## config.mk

```make
export PLATFORM = sky130hd
export DESIGN_NAME = clk_period_meter
export DESIGN_NICKNAME = d
export VERILOG_FILES = /design/src/rtl/clk_meas_pkg.sv /design/src/rtl/sync_edge_det.sv /design/src/rtl/clk_period_meter.sv
export SDC_FILE = /design/constraint.sdc
export NUM_CORES = 1
export LEC_CHECK = 0
export CORE_ASPECT_RATIO = 0.75
export CORE_MARGIN = 3
export CORE_UTILIZATION = 30
export DETAILED_ROUTE_END_ITERATION = 10
export SLEW_MARGIN = 15
export SYNTH_ARGS = -nofsm -noshare
export SYNTH_HDL_FRONTEND = slang
export SYNTH_HIERARCHICAL = 1
export SYNTH_SLANG_ARGS = --single-unit
```

## constraint.sdc

```tcl
create_clock -name clkin -period 4.55 [get_ports clkin]
set_input_delay 0.91 -clock clkin [delete_from_list [all_inputs] [get_ports clkin]]
set_output_delay 0.91 -clock clkin [all_outputs]
set_load 0.005 [all_outputs]
```

## src/rtl/clk_meas_pkg.sv

```systemverilog
// Shared types and defaults for the clock period meter.
package clk_meas_pkg;

   localparam int CPM_CNT_W_DEF   = 16;
   localparam int CPM_TIMEOUT_DEF = 65535;

   typedef enum logic [1:0] {
      IDLE    = 2'd0,
      ARM     = 2'd1,
      MEASURE = 2'd2
   } cpm_state_e;

endpackage

```

## src/rtl/sync_edge_det.sv

```systemverilog
// Two-flop synchronizer for an asynchronous input, followed by a delay flop
// that provides a single-cycle rising-edge pulse.
module sync_edge_det (
   input  logic clkin,
   input  logic reset,
   input  logic d,
   output logic q_sync,
   output logic rise
);

   logic r_s1;
   logic r_s2;
   logic r_dly;

   always_ff @(posedge clkin) begin
      if (reset) begin
         r_s1  <= 1'b0;
         r_s2  <= 1'b0;
         r_dly <= 1'b0;
      end else begin
         r_s1  <= d;
         r_s2  <= r_s1;
         r_dly <= r_s2;
      end
   end

   assign q_sync = r_s2;
   assign rise   = r_s2 & ~r_dly;

endmodule

```

## src/rtl/clk_period_meter.sv

```systemverilog
// Measures rising-to-rising period (and optionally high time) of a slow async
// signal in clkin cycles. Define CPM_HIGH_TIME_EN to build the high-time counter.
module clk_period_meter
   import clk_meas_pkg::*;
#(
   parameter int CNT_W   = CPM_CNT_W_DEF,
   parameter int TIMEOUT = CPM_TIMEOUT_DEF
) (
   input  logic             clkin,
   input  logic             reset,
   input  logic             en,
   input  logic             sig_in,
   output logic [CNT_W-1:0] period,
   output logic [CNT_W-1:0] high_time,
   output logic             period_valid,
   output logic             timeout,
   output logic [7:0]       meas_cnt
);

   localparam logic [CNT_W-1:0] LP_TIMEOUT = CNT_W'(TIMEOUT);
   localparam logic [CNT_W-1:0] LP_ONE     = CNT_W'(1);

   cpm_state_e       r_state;
   logic [CNT_W-1:0] r_cnt;
   logic [CNT_W-1:0] r_period;
   logic             r_valid;
   logic             r_timeout;
   logic [7:0]       r_meas;

   logic             w_sync;
   logic             w_rise;
   logic [CNT_W-1:0] w_cnt_inc;

   sync_edge_det u_sync (
      .clkin  (clkin),
      .reset  (reset),
      .d      (sig_in),
      .q_sync (w_sync),
      .rise   (w_rise)
   );

   assign w_cnt_inc = r_cnt + LP_ONE;

   always_ff @(posedge clkin) begin
      if (reset) begin
         r_state   <= IDLE;
         r_cnt     <= '0;
         r_period  <= '0;
         r_valid   <= 1'b0;
         r_timeout <= 1'b0;
         r_meas    <= 8'd0;
      end else begin
         r_valid <= 1'b0;
         if (!en) begin
            r_state <= IDLE;
            r_cnt   <= '0;
         end else begin
            case (r_state)
               IDLE: begin
                  r_cnt   <= '0;
                  r_state <= ARM;
               end
               ARM: begin
                  r_cnt <= '0;
                  if (w_rise) r_state <= MEASURE;
               end
               MEASURE: begin
                  // The rise is checked first so an edge landing on the
                  // timeout cycle still yields a measurement.
                  if (w_rise) begin
                     r_period  <= w_cnt_inc;
                     r_valid   <= 1'b1;
                     r_cnt     <= '0;
                     r_timeout <= 1'b0;
                     r_meas    <= r_meas + 8'd1;
                  end else if (r_cnt == LP_TIMEOUT) begin
                     r_timeout <= 1'b1;
                     r_cnt     <= '0;
                     r_state   <= ARM;
                  end else begin
                     r_cnt <= w_cnt_inc;
                  end
               end
               default: begin
                  r_state <= IDLE;
                  r_cnt   <= '0;
               end
            endcase
         end
      end
   end

`ifdef CPM_HIGH_TIME_EN
   logic [CNT_W-1:0] r_hcnt;
   logic [CNT_W-1:0] r_high;

   always_ff @(posedge clkin) begin
      if (reset) begin
         r_hcnt <= '0;
         r_high <= '0;
      end else if (!en || r_state != MEASURE) begin
         r_hcnt <= '0;
      end else if (w_rise) begin
         // The rise cycle itself is high and closes the period.
         r_high <= r_hcnt + LP_ONE;
         r_hcnt <= '0;
      end else if (r_cnt == LP_TIMEOUT) begin
         r_hcnt <= '0;
      end else if (w_sync) begin
         r_hcnt <= r_hcnt + LP_ONE;
      end
   end

   assign high_time = r_high;
`else
   logic w_unused_sync;
   assign w_unused_sync = w_sync;
   assign high_time     = '0;
`endif

   assign period       = r_period;
   assign period_valid = r_valid;
   assign timeout      = r_timeout;
   assign meas_cnt     = r_meas;

endmodule
```

# Yosys cells after proc, flatten, opt, wreduce, memory -nomap -nowiden
# Index checks and enable logic that the tools add are counted.
# totals
regBits	47
inputBits	4
# classes
add_sub_neg	2
eq_ne	6
mux	7
bitwise_logic	4
n_reduce_logical	8
# ops
operator	count
$add A16 B1 Y16 const B	1
$eq A16 B16 Y1 const B	1
$reduce_and A3 Y1	3
$add A8 B1 Y8 const B	1
$mux W2	3
$pmux W2 S3	1
$reduce_or A5 Y1	1
$ne A2 B2 Y1 const B	2
$mux W1	3
$not A1 Y1	3
$reduce_or A3 Y1	1
$eq A2 B1 Y1 const B	1
$eq A2 B2 Y1 const B	1
$logic_not A2 Y1	1
$ne A2 B1 Y1 const B	1
$reduce_bool A2 Y1	1
$reduce_or A2 Y1	1
$and A1 B1 Y1	1

# Longest topological paths before layout
# logic_depth
word_depth	4
ltp_mapped	6
ltp_nobuf	5

# Cells and area by module
# The synthesis kept the hierarchy.
# by_module_without_submodules
module	n_inst	cells_each	area_each_um2	seq_area_each_um2
clk_period_meter	1	204	1919.3	880.8
sync_edge_det	1	7	87.6	60.1

# Least setup slack after synthesis
# No wires, ideal clock.
# synth_timing
path_type	in2reg
from	in reset
to	reg r_cnt[14]
arrival_ns	1.855
t_required_ns	4.486
setup_slack_ns	2.631
path_stages	6
path_buffers	2
cell_sequence	buf_2 > nand2b_1 > nor4b_4 > o21ai_2 > buf_6 > nor2_1
# synth_via
elab_chain_len	1
# synth_rtl
element	line	text
start, declared	clk_period_meter.sv:10	input logic reset,
$reduce_or A5 Y1 (no source line)	-	
end signal, assigned	clk_period_meter.sv:81	r_cnt <= w_cnt_inc;
end, declared	clk_period_meter.sv:24	logic [CNT_W-1:0] r_cnt;
# Every way passes these cells.
# A chain may end at the register's enable or synchronous reset.

# Worst setup path after layout
# layout_timing
from	in en
to	reg r_meas[3] (netlist: meas_cnt[3])
# layout_via
elab_chain_len	1
# layout_rtl
element	line	text
start, declared	clk_period_meter.sv:11	input logic en,
$reduce_and A3 Y1 (no source line)	-	
end signal, assigned	clk_period_meter.sv:75	r_meas <= r_meas + 8'd1;
end, declared	clk_period_meter.sv:28	logic [7:0] r_meas;
# Every way passes these cells.

==> metrics.md <==
| Metric | Value |
|---|---|
| Final Max Slew Viols | 0 |
| Via density | 4.42 |
| Root Buffer | clkbuf_8 |
| Clock Skews | 0.00594 ns |
| Skew-Pair Late Insertion Delay | about 0.29 ns |
| Worst path max stage delay | approximately 0.53 ns |
| Period utilization | 0.551 |
| R2r startpoint | u_sync/q_sync |
| Arrival @ worst endpoint | about 2.7 ns |
| Core Region | between 6000 and 7000 sq um |
| Clock transition at path regs | approximately 0.09 ns |
| Status | finished, final reports clean |
| Port Buffers | 29 |
| Synth cell types | 34 |
| Synth Register Bits | 47 |
| Number of I/O pins | 46 |
| Max cap viols | 0 |
| Fin nets | 246 |
| Critical path class | in2reg |
| Final hold viol count | 0 |
| Global placement routability congestion | around 0.76 |
| CP max-delay cell | and4b_1 |
| P&R area growth vs syn | 20.5% |
| Crit. End Element | register |
| Synth Warn # | 6 |
| Die height | 76.8 um |
| Setup-violating endpoint count in the final report | 0 |
| Max-slew headroom | 0.561 |
| Setup total negative slack | 0 ns |
| Largest net degree at the start of global routing | 32 |
| Startpoint Class | input port |
| Die W | ~100 um |
| Detailed Place HPWL | around 2.6 mm |
| Worst min path class | reg2reg |
| Vias in the first global route | ~1.3k |
| Reg area | 941 sq um |
| Share of cells above drive strength 1 | 0.0954 |
| Starting Density | 0.315 |
| Multi-input gate area | around 940 sq um |
| Worst Path Required | roughly 4.7 ns |
| Pre-CTS WS | 1.73 ns |
| Worst Hold Depth | 1 |
| Worst Reg2Reg Path Length in Cells | 6 |
| # hold bufs at CTS | 0 |
| Peak Freq | approximately 400 MHz |
| Min-Delay Endpoint | u_sync/q_sync |
| CTS H-tree depth | 2 |
| N_diodes | 0 |
| Final worst slack | between 2 and 2.5 ns |
| First DRT Iteration DRCs | 53 |
| Synthesized area | 2010 sq um |
| Slew @ Worst Pin | roughly 0.66 ns |
| Tmin final | between 2 and 3 ns |
| DR vias | roughly 1.4k |
| FF-to-FF setup slack | ~2.5 ns |
| Final WL | 3.61 mm |
| DRC viols | 0 |
| Gr ovfl total | 0 |
| Sequential area share after synthesis | 0.469 |
| Max FO, Critical Path | 25 |
| Post-CTS setup buffers | 0 |
| CTS resizes | 0 |
| RR Endpoint | meas_cnt[3] |
| Worst vdd ir | between 150 and 200 uV |
| # clock sinks | 47 |
| Cell Area, Placed | around 2300 sq um |
| RSZ-0062 raised after global routing | false |
| Detailed-router iteration count before antenna repair | 4 |
| Antenna-violating nets left | 0 |
| First-pass GRT wire length | 6.35 mm |
| Hold path start | u_sync/r_s1 |
| P_leak | around 0.00080 uW |
| Die area | 7720 sq um |
| Fillers | 667 |
| Buffers from clock root to sink, at most | 2 |
| Global Route Usage Sum | 0.101 |
| Antenna violations before repair | 0 |
| Power per standard cell area | 307 nW/um^2 |
| Crit-path cells | clkdlybuf4s50_1, and4b_1, buf_4, nand4_1, xor2_1, nor2_1 |
| Synthesized netlist cell count | between 200 and 250 |
| Final instance area | 2420 sq um |
| CTS tree | done |
| Mean Syn Cell Area | 9.51 sq um |
| Routed wire per std cell | between 10 and 15 um |
| Num rows | 25 |
| CTS Buf Count | 5 |
-- flip-flops by register name (all words and copies together) (netlist names) --
name	flops
u_sync/r_s1	1
timeout	1
u_sync/r_dly	1
period_valid	1
r_state	2
meas_cnt	8
period	16
u_sync/q_sync	1
r_cnt	16
-- how the worst max path moves through the flow --
| stage | endpoint | slack [ns] | depth (start not counted) | startpoint |
|---|---|---|---|---|
| final | meas_cnt[3] | 2.05 | 6 | en |
| after global routing | meas_cnt[3] | 1.87 | 6 | en |
| after CTS | meas_cnt[3] | 2.05 | 6 | en |
| after detailed placement | meas_cnt[3] | 1.73 | 6 | en |
| after global placement | meas_cnt[3] | 1.77 | 6 | en |
| after floorplan | r_cnt[14] | 2.63 | 6 | reset |
-- cell families after synthesis --
kind of cell	count (synthesis)	synth area share
buf+inv	27	0.0898
xor+xnor	21	0.0916
simple gates	92	0.247
flops	47	0.469
fa+ha+maj	2	0.0125
compound gates	21	0.0885
other cells	1	0.00187
-- per-stage QoR --
step	total power [uW]	utilization	hold slack (ns)	cells
floorplan	444	-	0.414	226
global placement	440	0.361	0.418	314
detailed placement	440	0.361	0.429	314
CTS	754	0.379	0.450	322
global route	777	0.379	0.489	322
finish	742	0.379	0.448	322
-- layout by cell type, fill, tap and decap left out, drive strengths merged --
cell type,instances
bufinv,1
clkdlybuf4s50,29
o21ai,1
a22o,1
a21oi,2
and4,3
nand3,6
clkinv,1
o2bb2ai,1
ha,2
clkbuf,6
inv,3
o32ai,1
nor3,5
xnor2,12
and4b,1
and3,3
conb,16
buf,2
xor2,9
nor2b,5
a211oi,15
nand2b,1
nor4,3
nand4b,1
nand2,12
nand3b,1
nor2,43
nor4b,1
dfxtp,47
nand4,7
-- synth_stat cells --
cell type,count,area (sq um)
and3_1,3,18.8
inv_1,3,11.3
nor4_2,3,37.5
nor2b_2,1,8.76
a211oi_1,11,82.6
nor2_1,43,161
o2bb2ai_1,1,8.76
nand4_1,5,31.3
dfxtp_1,47,941
clkbuf_1,2,7.51
xnor2_1,12,105
a211oi_2,4,50.1
buf_2,3,15.0
nand2_1,12,45.0
buf_4,18,135
and4b_1,1,10.0
nor2b_1,4,25.0
conb_1,1,3.75
nand3b_1,1,7.51
nand4b_1,1,8.76
nand3_2,1,10.0
xor2_1,9,78.8
ha_1,2,25.0
a22o_1,1,8.76
nor3_1,5,25.0
buf_6,1,11.3
nand2b_1,1,6.26
a21oi_1,2,10.0
o21ai_2,1,8.76
nor4b_4,1,23.8
and4_1,3,26.3
nand3_1,5,25.0
o32ai_1,1,8.76
nand4_2,2,25.0
-- metal layers --
| layer | wire length, um | share of wire | global-route usage | up-vias |
|---|---|---|---|---|
| li1 | - | - | - | 753 |
| met1 | 2020 | 0.56 | 0.144 | 643 |
| met2 | 1420 | 0.39 | 0.146 | 24 |
| met3 | 144 | 0.040 | 0.0291 | 2 |
| met4 | 28 | 0.0078 | 0.0283 | 0 |
| met5 | 0 | 0 | 0 | - |
-- worst max-delay path, delay by kind of cell --
kind                   cells  cell delay (ns)
buffers and inverters      2             0.87
AND/OR/NAND/NOR            3             0.72
XOR/XNOR                   1             0.16
-- cell type report --
class                   count  area share
well taps                  81      0.0419
inverters                   3     0.00466
clock buffers               6      0.0341
multi-input cells         152       0.390
repair buffers             31       0.126
clock inverters             2      0.0145
flip-flops and latches     47       0.389
-- where the power goes --
| group | total (uW) | switching [uW] | internal [uW] |
|---|---|---|---|
| registers | 414 | 1.38 | 413 |
| logic | 16.2 | 10.7 | 5.51 |
| clock network | 312 | 134 | 178 |
Note: power is estimated with default switching activity, not from simulation.
